==> src/rtl/rect_fill_engine.sv <==
// Filled-rectangle pixel generator: accepts one clipped rectangle command and
// streams one frame-buffer write per clock in raster order.
module rect_fill_engine #(
  parameter int unsigned H_RES = 320,
  parameter int unsigned V_RES = 240
) (
  input  logic        gpu_clk_150,
  input  logic        reset,
  input  logic        cmd_valid,
  output logic        cmd_ready,
  input  logic [9:0]  cmd_x0,
  input  logic [9:0]  cmd_y0,
  input  logic [9:0]  cmd_x1,
  input  logic [9:0]  cmd_y1,
  input  logic [3:0]  cmd_color,
  input  logic        abort,
  output logic        busy,
  output logic        done,
  output logic [9:0]  gpu_x,
  output logic [9:0]  gpu_y,
  output logic [3:0]  gpu_data,
  output logic        gpu_we
);

  localparam int unsigned CW = 10;
  localparam int unsigned DW = 4;
  localparam logic [CW-1:0] X_MAX = CW'(H_RES - 1);
  localparam logic [CW-1:0] Y_MAX = CW'(V_RES - 1);
  localparam logic [CW-1:0] X_LIM = CW'(H_RES);
  localparam logic [CW-1:0] Y_LIM = CW'(V_RES);

  typedef enum logic {IDLE, FILL} state_t;

  state_t        state, state_n;
  logic [CW-1:0] x0_q, x1c_q, y1c_q;
  logic [CW-1:0] x0_n, x1c_n, y1c_n;
  logic [CW-1:0] x_n, y_n;
  logic [DW-1:0] data_n;
  logic          we_n, done_n, busy_n, ready_n;
  logic [CW-1:0] x1c_c, y1c_c;
  logic          empty_c;

  // Clip the incoming corners to the screen and detect empty rectangles.
  assign x1c_c   = (cmd_x1 > X_MAX) ? X_MAX : cmd_x1;
  assign y1c_c   = (cmd_y1 > Y_MAX) ? Y_MAX : cmd_y1;
  assign empty_c = (cmd_x0 > x1c_c) || (cmd_y0 > y1c_c) ||
                   (cmd_x0 >= X_LIM) || (cmd_y0 >= Y_LIM);

  // Next-state and next-output logic; gpu_data doubles as the latched colour.
  always_comb begin
    state_n = state;
    x0_n    = x0_q;
    x1c_n   = x1c_q;
    y1c_n   = y1c_q;
    x_n     = gpu_x;
    y_n     = gpu_y;
    data_n  = gpu_data;
    we_n    = 1'b0;
    done_n  = 1'b0;
    case (state)
      IDLE: begin
        if (cmd_valid) begin
          if (empty_c) begin
            done_n = 1'b1;
          end else begin
            x0_n    = cmd_x0;
            x1c_n   = x1c_c;
            y1c_n   = y1c_c;
            x_n     = cmd_x0;
            y_n     = cmd_y0;
            data_n  = cmd_color;
            we_n    = 1'b1;
            state_n = FILL;
          end
        end
      end
      FILL: begin
        if (abort) begin
          state_n = IDLE;
        end else if ((gpu_x == x1c_q) && (gpu_y == y1c_q)) begin
          state_n = IDLE;
          done_n  = 1'b1;
        end else begin
          we_n = 1'b1;
          if (gpu_x == x1c_q) begin
            x_n = x0_q;
            y_n = gpu_y + CW'(1);
          end else begin
            x_n = gpu_x + CW'(1);
          end
        end
      end
      default: state_n = IDLE;
    endcase
    ready_n = (state_n == IDLE);
    busy_n  = (state_n == FILL);
  end

  // State, latched command and registered outputs.
  always_ff @(posedge gpu_clk_150 or posedge reset) begin
    if (reset) begin
      state     <= IDLE;
      x0_q      <= '0;
      x1c_q     <= '0;
      y1c_q     <= '0;
      gpu_x     <= '0;
      gpu_y     <= '0;
      gpu_data  <= '0;
      gpu_we    <= 1'b0;
      done      <= 1'b0;
      busy      <= 1'b0;
      cmd_ready <= 1'b1;
    end else begin
      state     <= state_n;
      x0_q      <= x0_n;
      x1c_q     <= x1c_n;
      y1c_q     <= y1c_n;
      gpu_x     <= x_n;
      gpu_y     <= y_n;
      gpu_data  <= data_n;
      gpu_we    <= we_n;
      done      <= done_n;
      busy      <= busy_n;
      cmd_ready <= ready_n;
    end
  end

endmodule

==> config.mk <==
export PLATFORM = sky130hd
export DESIGN_NAME = rect_fill_engine
export DESIGN_NICKNAME = d
export VERILOG_FILES = /design/src/rtl/rect_fill_engine.sv
export SDC_FILE = /design/constraint.sdc
export NUM_CORES = 1
export LEC_CHECK = 0
export ABC_AREA = 0
export CELL_PAD_IN_SITES_DETAIL_PLACEMENT = 2
export CELL_PAD_IN_SITES_GLOBAL_PLACEMENT = 2
export CORE_MARGIN = 2
export CORE_UTILIZATION = 32
export DETAILED_ROUTE_END_ITERATION = 8
export GPL_ROUTABILITY_DRIVEN = 0
export PLACE_DENSITY_LB_ADDON = 0.1
export SYNTH_ARGS = -nofsm -noshare
export SYNTH_HDL_FRONTEND = slang
export SYNTH_SLANG_ARGS = --single-unit
==> constraint.sdc <==
create_clock -name gpu_clk_150 -period 2.9 [get_ports gpu_clk_150]
set_input_delay 0.58 -clock gpu_clk_150 [delete_from_list [all_inputs] [get_ports gpu_clk_150]]
set_output_delay 0.58 -clock gpu_clk_150 [all_outputs]
set_load 0.005 [all_outputs]
* Word-level counts from Yosys, hierarchy flattened *
Index checks and enable logic that the tools add are counted.

operators by class
  add/sub/neg operators = 2
  $lt $le $gt $ge = 6
  eq/ne operators = 7
  mux-type cells = 24
  bitwise logic cells = 3
  reduce and logical (&&, ||, !) cells = 7

operator list
  cell                                                   count
  2-to-1 mux 10 bit                                      12
  one-hot mux 10 bit (2 select lines)                    2
  adder 10 x 1 -> 10 bit, second input constant          2
  equality test 10 bit                                   2
  > comparator 10 bit                                    2
  >= comparator 10 x 8 -> 1 bit, second input constant   1
  >= comparator 10 x 9 -> 1 bit, second input constant   1
  > comparator 10 x 8 -> 1 bit, second input constant    1
  > comparator 10 x 9 -> 1 bit, second input constant    1
  2-to-1 mux 1 bit                                       8
  inequality test 2 bit, second input constant           4
  AND reduction 5 bit                                    1
  one-hot mux 1 bit (2 select lines)                     2
  AND reduction 4 bit                                    1
  logical OR 1 bit                                       3
  inverter 1 bit                                         3
  AND reduction 3 bit                                    1
  inequality test 2 x 1 -> 1 bit, second input constant  1
  logical AND 1 bit                                      1

storage, ports and cells
  bits in registers = 57
  input port bits = 48
  output and inout port bits = 28
  logic and storage cells = 58

* Depth between registers and ports, before layout *
Gate-level depths: netlist of run 1.

  word-level depth = 10
  gate-level depth with buffers = 11
  gate-level depth less buffers = 10

* Least setup slack after synthesis of run 1 *
OpenSTA, ideal clock, no wires.

  path type = input port to flip-flop
  start = input cmd_x1[6]
  end = register gpu_data[0]
  library setup time = 128 ps
  arrival time = 2,896 ps
  data required time = 2,772 ps
  slack = -124 ps
  stages = 10
  buffers on the path = 1
  cell sequence = o21ai_0 nand2b_1 nor2_1 ha_1 and4_1 o21a_1 o311ai_2 o2111ai_2 buf_2 mux2_1

between the ends
  cells in the longest elaborated chain, start to end = 8

ends and longest elaborated chain
  what                                      RTL line  text
  start: declaration                        13        input logic [9:0] cmd_x1,
  > comparator 10 x 9 -> 1 bit              44        assign x1c_c = (cmd_x1 > X_MAX) ? X_MAX : cmd_x1;
  2-to-1 mux 10 bit (*)                     44
  > comparator 10 bit (*)                   46        assign empty_c = (cmd_x0 > x1c_c) || (cmd_y0 > y1c_c) ||
  logical OR 1 bit (*) (2 in series)        46
  logical OR 1 bit (*)                      47        (cmd_x0 >= X_LIM) || (cmd_y0 >= Y_LIM);
  inverter 1 bit (no source line) (*)       --
  AND reduction 3 bit (no source line) (*)  --
  end signal: assignment                    120       gpu_data <= data_n;
  end: declaration                          21        output logic [3:0] gpu_data,

Every way passes the cells marked *; elsewhere a longest branch is shown, timed or not.
A chain may end at the register's enable or synchronous reset.

* Final worst setup path of run 1 *
  start = input cmd_y1[3]
  end = register gpu_y[5]

between the ends
  cells in the longest elaborated chain, start to end = 8

ends and longest elaborated chain
  what                                        RTL line  text
  start: declaration                          14        input logic [9:0] cmd_y1,
  > comparator 10 x 8 -> 1 bit                45        assign y1c_c = (cmd_y1 > Y_MAX) ? Y_MAX : cmd_y1;
  2-to-1 mux 10 bit (*)                       45
  > comparator 10 bit (*)                     46
  logical OR 1 bit (*) (2 in series)          46
  logical OR 1 bit (*)                        47
  inequality test 2 bit (no source line) (*)  --
  AND reduction 5 bit (no source line) (*)    --
  end signal: assignment                      119       gpu_y <= y_n;
  end: declaration                            20        output logic [9:0] gpu_y,

Marked as above.

==> key figures, run 1 <==
Outcome
  – Status: finished, violations left
  – Failing checks: negative setup slack

Global route
  – Global Route Usage Sum: 26.6%
  – Initial antenna violation count: 0
  – GR Overflow Total: 0
  – First-pass GRT wire length: 23300 um
  – Vias in the first global route: 3982
  – Largest net degree at the start of global routing: 40

Hold path
  – Hold EP: x0_q[3]
  – Hold crit path type: reg -> reg
  – Worst Hold Depth: 1
  – Hold_sp: x0_q[3]

Timing
  – Final WS setup: -0.00198 ns
  – Slew Limit Fails: 0
  – RSZ-0062 raised after global routing: yes
  – Final setup fails: 1
  – Fmax achieved: 345 MHz
  – Tmin final: 2.90 ns
  – Endpoints failing hold: 0
  – Clk_skew: 0.00421 ns
  – Final period util: 100%

Floorplan
  – Die height: 110 um
  – Core Footprint: 0.0109 mm2
  – Initial Util: 33.0%
  – Die Footprint: 0.0121 mm2
  – Die width: 110 um
  – Num ports: 76
  – Site Rows: 38

Clock network
  – CTS sink count: 57
  – CTS Root Cell: clkbuf_16
  – Cts hold-fix bufs: 0
  – Maximum clock path buffer count: 2
  – Total CTS buffers: 9
  – CTS clk-pin slew, worst paths: 0.06 ns
  – H-tree levels: 3
  – CTS tree: built
  – Worst-Skew Late Latency: 0.34 ns

Setup path
  – Critical path class: in -> reg
  – WP data arrival: 3.13 ns
  – RR Endpoint: gpu_y[5]
  – Element type at the critical path start: primary input
  – Slack of the worst reg-to-reg path: 0.42 ns
  – Max Fanout on Critical Path: 8
  – Reg2Reg Launch Point: x1c_q[8]
  – Req. time, crit path: 3.13 ns
  – CP Capture Type: flip-flop
  – Reg2reg path depth: 6

Placement
  – Placed Cells incl. Taps: 628
  – Pre-CTS WS: -0.726 ns
  – I/O Buffers: 75
  – Post-DP HPWL: 10200 um
  – Area post-placement: 0.00497 mm2

Drt
  – Final wirelength: 15700 um
  – WL per Instance: 24.0 um
  – First DRT Iteration DRCs: 122
  – DR vias/cell: 5.45
  – DR pass1 iterations: 4
  – Final ANT Viol Nets: 0
  – # DRC: 0
  – Vias: 3567

Final layout
  – Share of layout cells above drive strength 1: 32.8%
  – Layout overhead on the synthesized area: 58.0%
  – Diode count: 0
  – Post-Layout Cell Count: 655
  – Post-layout instance area: 0.00570 mm2
  – Layout Nets: 580

Synthesis
  – Mapped cell area: 0.00361 mm2
  – Largest area contributor in the netlist: dfrtp_1
  – Post-synth EDFFs: 0
  – Ranking of synthesized cells by area: dfrtp_1, ha_1, mux2_1
  – Synth async-reset ratio: 100%
  – Gate Count Post-Synth: 364
  – Register area share after synthesis: 39.6%
  – Mean post-synth cell area: 9.91 um2
  – Synth cell types: 59
  – Total of warnings raised by yosys: 0
  – Post-synth top area share: 38.8%
  – Post-synthesis register bit count: 57
  – Top_reg_cell synth: dfrtp_1
  – Most numerous cell in the Yosys netlist: dfrtp_1
  – Synth top cells by count: dfrtp_1, nand2_1, nand3_1

Power
  – PwrDens: 666 mW/mm2
  – P_leak: 2.40 nW
  – Max IR drop VDD: 0.000268 V

Flow run
  – Max Cap Viol: 0
## metal layers
metal / wire, um / GRT usage, % / up-vias / part of all wire (%)
li1: - / - / 1613 / -
met3: 483 / 3.59 / 32 / 3.1
met5: 0 / 0 / - / 0
met2: 8030 / 47.2 / 91 / 51
met1: 6840 / 33.1 / 1831 / 44
met4: 369 / 8.75 / 0 / 2.3
## cell type report
| cell class | instances | area [um2] |
|---|---|---|
| multi-input cells | 282 | 2430 |
| inverters | 11 | 41.3 |
| repair buffers | 149 | 1310 |
| flip-flops and latches | 57 | 1430 |
| fillers | 1110 | 5230 |
| clock inverters | 5 | 78.8 |
| well taps | 140 | 175 |
| clock buffers | 11 | 243 |
## timing repair
item	4_1_cts	5_1_grt
resized for setup	54	43
setup buffers	9	6
endpoints found under the setup margin	57	50
pin swaps	19	15
## worst max path at each step
stage / endpoint / cells after the start / slack, ns / start
finish: gpu_y[5] / 11 / -0.002 / cmd_y1[3]
global route: gpu_y[5] / 9 / -0.04 / cmd_y0[5]
global placement: gpu_y[5] / 12 / -0.56 / cmd_x1[6]
detailed placement: gpu_y[2] / 12 / -0.73 / cmd_y1[9]
CTS: gpu_y[5] / 11 / -0.005 / cmd_y1[9]
floorplan: gpu_data[3] / 10 / 0.008 / cmd_y1[9]
## sequential cells by signal, summed over array words and instances (netlist names)
register	count
cmd_ready	1
done	1
gpu_data	4
gpu_x	10
gpu_y	10
state	1
x0_q	10
x1c_q	10
y1c_q	10
## cell usage in the layout (no fill, tap or decap), types with 3 or more instances in the layout
cell type	n
and2_1	4
ha_4	11
mux2_1	11
mux2_4	7
nor2_1	10
buf_6	8
mux2_2	8
o21ai_0	20
nor3_1	3
inv_1	10
or3_1	4
o21ai_1	3
xor2_1	5
nor2_2	3
nand2_1	32
nor3_2	5
dfrtp_1	56
xnor2_1	21
nand4_1	11
nand2b_1	5
clkbuf_16	9
o22ai_1	3
buf_4	65
clkdlybuf4s50_1	65
nand3_1	23
ha_1	11
clkbuf_2	7
mux2i_1	5
conb_1	3
a21oi_1	10
o221a_2	3
nor4_1	3
nor2_4	6
## critical path, cell delays in order
cell	delay (ns)
clkdlybuf4s50_1	0.46
nor2_4	0.17
ha_4	0.24
nand4_1	0.14
a211oi_2	0.05
buf_4	0.14
a2111oi_4	0.51
o2111ai_4	0.29
buf_6	0.23
o22a_1	0.20
o211a_1	0.12
## power by group
part           internal, mW  total, mW  switching (mW)
registers              1.02       1.33           0.314
logic                 0.714       1.27           0.553
clock network         0.775       1.20           0.425
## stage by stage
step,setup TNS [ns],power (mW),utilization [%],hold WS [ns]
after floorplan,0,1.85,-,0.449
after detailed placement,-33.23,2.45,45.4,0.476
after CTS,-0.00466,3.71,50.6,0.496
after global routing,-0.472,3.97,52.1,0.521
final,-0.00198,3.80,52.1,0.492
after global placement,-27.13,2.38,45.4,0.473
## cell families (layout without fill, tap and decap cells)
| logic type | after synthesis | count (layout) | share of synthesized area (%) |
|---|---|---|---|
| and+or+nand+nor | 127 | 127 | 18.1 |
| buffers and inverters | 27 | 176 | 3.43 |
| muxes | 31 | 31 | 9.50 |
| adders and majority gates | 22 | 22 | 7.63 |
| other | 1 | 3 | 0.104 |
| AOI/OAI and AO/OA | 71 | 71 | 14.5 |
| xor gates and xnor gates | 28 | 28 | 7.21 |
| DFF | 57 | 57 | 39.6 |
(Power assumes the default switching activity.)
==> run 2: changes to the inputs <==
--- a/config.mk
+++ b/config.mk
@@ -10,6 +10,7 @@
 export CELL_PAD_IN_SITES_GLOBAL_PLACEMENT = 2
 export CORE_MARGIN = 2
 export CORE_UTILIZATION = 32
+export CTS_BUF_LIST = sky130_fd_sc_hd__clkbuf_16
 export DETAILED_ROUTE_END_ITERATION = 8
 export GPL_ROUTABILITY_DRIVEN = 0
 export PLACE_DENSITY_LB_ADDON = 0.1
==> run 2 against run 1 <==
The flow still finishes with violations (negative setup slack). Combinational power about the same. Non-clock buffer count down 3. Register-to-register slack about the same. Die area unchanged. Sequential power about the same. Largest cell class unchanged. Largest power group unchanged.
==> key figures, run 2 (synthesized netlist as in run 1, its figures left out) <==
Hold path
  – Hold EP: x0_q[3] (unchanged)
  – Hold crit path type: reg -> reg (unchanged)
  – Hold_sp: x0_q[3] (unchanged)
  – Worst Hold Depth: 1 (unchanged)

Clock network
  – CTS tree: built (unchanged)
  – Total CTS buffers: 9 (unchanged)
  – CTS clk-pin slew, worst paths: 0.06 ns (about the same)
  – CTS sink count: 57 (unchanged)
  – Maximum clock path buffer count: 2 (unchanged)
  – CTS Root Cell: clkbuf_16 (unchanged)
  – Worst-Skew Late Latency: 0.34 ns (about the same)
  – Cts hold-fix bufs: 0 (unchanged)
  – H-tree levels: 3 (unchanged)

Global route
  – GR Overflow Total: 0 (unchanged)
  – Vias in the first global route: 4050 (was 3982)
  – Global Route Usage Sum: 26.8% (was 26.6%)
  – Largest net degree at the start of global routing: 40 (unchanged)
  – First-pass GRT wire length: 23500 um (was 23300 um)
  – Initial antenna violation count: 0 (unchanged)

Timing
  – Clk_skew: 0.00744 ns (was 0.00421 ns)
  – Endpoints failing hold: 0 (unchanged)
  – Fmax achieved: 340 MHz (was 345 MHz)
  – Final period util: 101% (was 100%)
  – Slew Limit Fails: 0 (unchanged)
  – Setup TNS: -0.355 ns (was -0.00198 ns)
  – Fin Hold WS: 0.497 ns (was 0.492 ns)
  – Tmin final: 2.94 ns (was 2.90 ns)
  – Final WS setup: -0.0423 ns (was -0.00198 ns)
  – Max_slew headroom: 66.5%
  – Slew of the pin with the lowest slew margin: 0.502 ns
  – Final setup fails: 19 (was 1)
  – RSZ-0062 raised after global routing: yes (unchanged)

Final layout
  – Final Util: 50.9% (was 52.1%)
  – Commonest non-fill, non-tap cell in the layout: clkdlybuf4s50_1
  – Most frequent cells in the layout: clkdlybuf4s50_1, buf_4, dfrtp_1 (unchanged)
  – Share of layout cells above drive strength 1: 28.7% (was 32.8%)
  – Layout overhead on the synthesized area: 54.2% (was 58.0%)
  – Diode count: 0 (unchanged)
  – Post-Layout Cell Count: 652 (was 655)
  – Fill count: 1125 (was 1110)
  – Post-layout instance area: 0.00556 mm2 (was 0.00570 mm2)
  – Layout Nets: 577 (was 580)

Drt
  – First DRT Iteration DRCs: 112 (was 122)
  – # DRC: 0 (unchanged)
  – Final ANT Viol Nets: 0 (unchanged)
  – WL per Instance: 23.7 um (was 24.0 um)
  – Vias: 3551 (was 3567)
  – DR vias/cell: 5.45 (about the same)
  – DR pass1 iterations: 4 (unchanged)
  – Final wirelength: 15500 um (was 15700 um)

Setup path
  – Critical path class: in -> reg (unchanged)
  – Slack of the worst reg-to-reg path: 0.42 ns (about the same)
  – Max Fanout on Critical Path: 6 (was 8)
  – RR Endpoint: gpu_y[5] (unchanged)
  – WP data arrival: 3.16 ns (was 3.13 ns)
  – Reg2reg path depth: 6 (unchanged)
  – Element type at the critical path start: primary input (unchanged)
  – Reg2Reg Launch Point: gpu_x[6] (was x1c_q[8])
  – Req. time, crit path: 3.12 ns (was 3.13 ns)
  – CP Capture Type: flip-flop (unchanged)

Floorplan
  – Die height: 110 um (unchanged)
  – Site Rows: 38 (unchanged)
  – Initial Util: 33.0% (unchanged)
  – Die width: 110 um (unchanged)
  – Die Footprint: 0.0121 mm2 (unchanged)
  – Core Footprint: 0.0109 mm2 (unchanged)
  – Num ports: 76 (unchanged)

Power
  – Pwr Total: 3.73 mW (was 3.80 mW)
  – PwrDens: 670 mW/mm2 (was 666 mW/mm2)
  – Max IR drop VDD: 0.000293 V (was 0.000268 V)
  – P_leak: 2.37 nW (was 2.40 nW)

Placement
  – Area post-placement: 0.00497 mm2 (unchanged)
  – Pre-CTS WS: -0.726 ns (unchanged)
  – Placed Cells incl. Taps: 628 (unchanged)
  – I/O Buffers: 75 (unchanged)
  – Post-DP HPWL: 10200 um (unchanged)

Outcome
  – Status: finished, violations left (unchanged)
  – Failing checks: negative setup slack (unchanged)

Flow run
  – Max Cap Viol: 0 (unchanged)
==> run 2: cell types whose count changed in the layout (fill, tap and decap cells not counted), moves of 2 or more <==
| cell | change |
|---|---|
| nor2_2 | +2 |
| nor2_4 | -3 |
| clkbuf_2 | -6 |
| ha_1 | +6 |
| nor3_1 | +2 |
| ha_4 | -6 |
| dlygate4sd2_1 | +5 |
| nor3_2 | -2 |
| clkdlybuf4s15_1 | +2 |
| o21ai_2 | +2 |
| buf_4 | -2 |
==> run 2: final cells by class <==
class / instances / area [um2] / share of cell area, %
timing repair buffer: 146 / 1310 / 23.5
clock buffer: 9 / 225 / 4.05
sequential: 57 / 1430 / 25.7
clock inverter: 7 / 86.3 / 1.55
tap: 140 / 175 / 3.15
inverter: 11 / 41.3 / 0.742
multi-input combinational: 282 / 2300 / 41.3
==> run 2: power breakdown <==
part | switching (mW) | internal, mW | total, mW
sequential | 0.316 | 1.02 | 1.33
clock | 0.414 | 0.744 | 1.16
combinational | 0.538 | 0.702 | 1.24
total | 1.27 | 2.46 | 3.73
==> run 2: timing repair <==
item | in CTS | in global routing
endpoints found under the setup margin | 57 | 52
gates resized for setup | 53 | 14
setup buffers | 10 | 2
pin swaps | 20 | 6
==> run 2: routing by layer <==
layer | share of wire, % | routed length, um | vias up | track usage [%]
li1 | - | - | 1604 | -
met1 | 42 | 6520 | 1821 | 32.7
met2 | 51 | 7930 | 94 | 48.0
met3 | 4.1 | 627 | 32 | 3.82
met4 | 2.6 | 398 | 0 | 9.64
met5 | 0 | 0 | - | 0
==> run 2: critical path, cell delays in order <==
cell and delay [ns]:
dlygate4sd2_1 0.23, nand4_1 0.17, nand2_2 0.19, nor2_2 0.06, ha_1 0.30, nand4_1 0.15, a211oi_2 0.05, buf_4 0.14
a2111oi_4 0.44, o2111ai_4 0.28, buf_6 0.22, mux2_1 0.32
==> run 2: worst max-delay path by stage <==
stage	start	end	slack (ns)	cells past startpoint
2_1_floorplan	cmd_y1[9]	gpu_data[3]	0.008	10
3_3_place_gp	cmd_x1[6]	gpu_y[5]	-0.56	12
3_5_place_dp	cmd_y1[9]	gpu_y[2]	-0.73	12
4_1_cts	cmd_y1[9]	gpu_y[5]	-0.005	11
5_1_grt	cmd_y1[5]	x0_q[5]	-0.13	12
6_report	cmd_y1[5]	gpu_data[1]	-0.04	12
==> run 3: changes to the inputs <==
--- a/config.mk
+++ b/config.mk
@@ -6,6 +6,7 @@
 export NUM_CORES = 1
 export LEC_CHECK = 0
 export ABC_AREA = 0
+export CAP_MARGIN = 20
 export CELL_PAD_IN_SITES_DETAIL_PLACEMENT = 2
 export CELL_PAD_IN_SITES_GLOBAL_PLACEMENT = 2
 export CORE_MARGIN = 2
@@ -13,6 +14,7 @@
 export CTS_BUF_LIST = sky130_fd_sc_hd__clkbuf_16
 export DETAILED_ROUTE_END_ITERATION = 8
 export GPL_ROUTABILITY_DRIVEN = 0
+export HOLD_SLACK_MARGIN = 0.12
 export PLACE_DENSITY_LB_ADDON = 0.1
 export SYNTH_ARGS = -nofsm -noshare
 export SYNTH_HDL_FRONTEND = slang
==> results of run 3 <==
No change in the layout: final DEF, timing and power equal those of run 2.
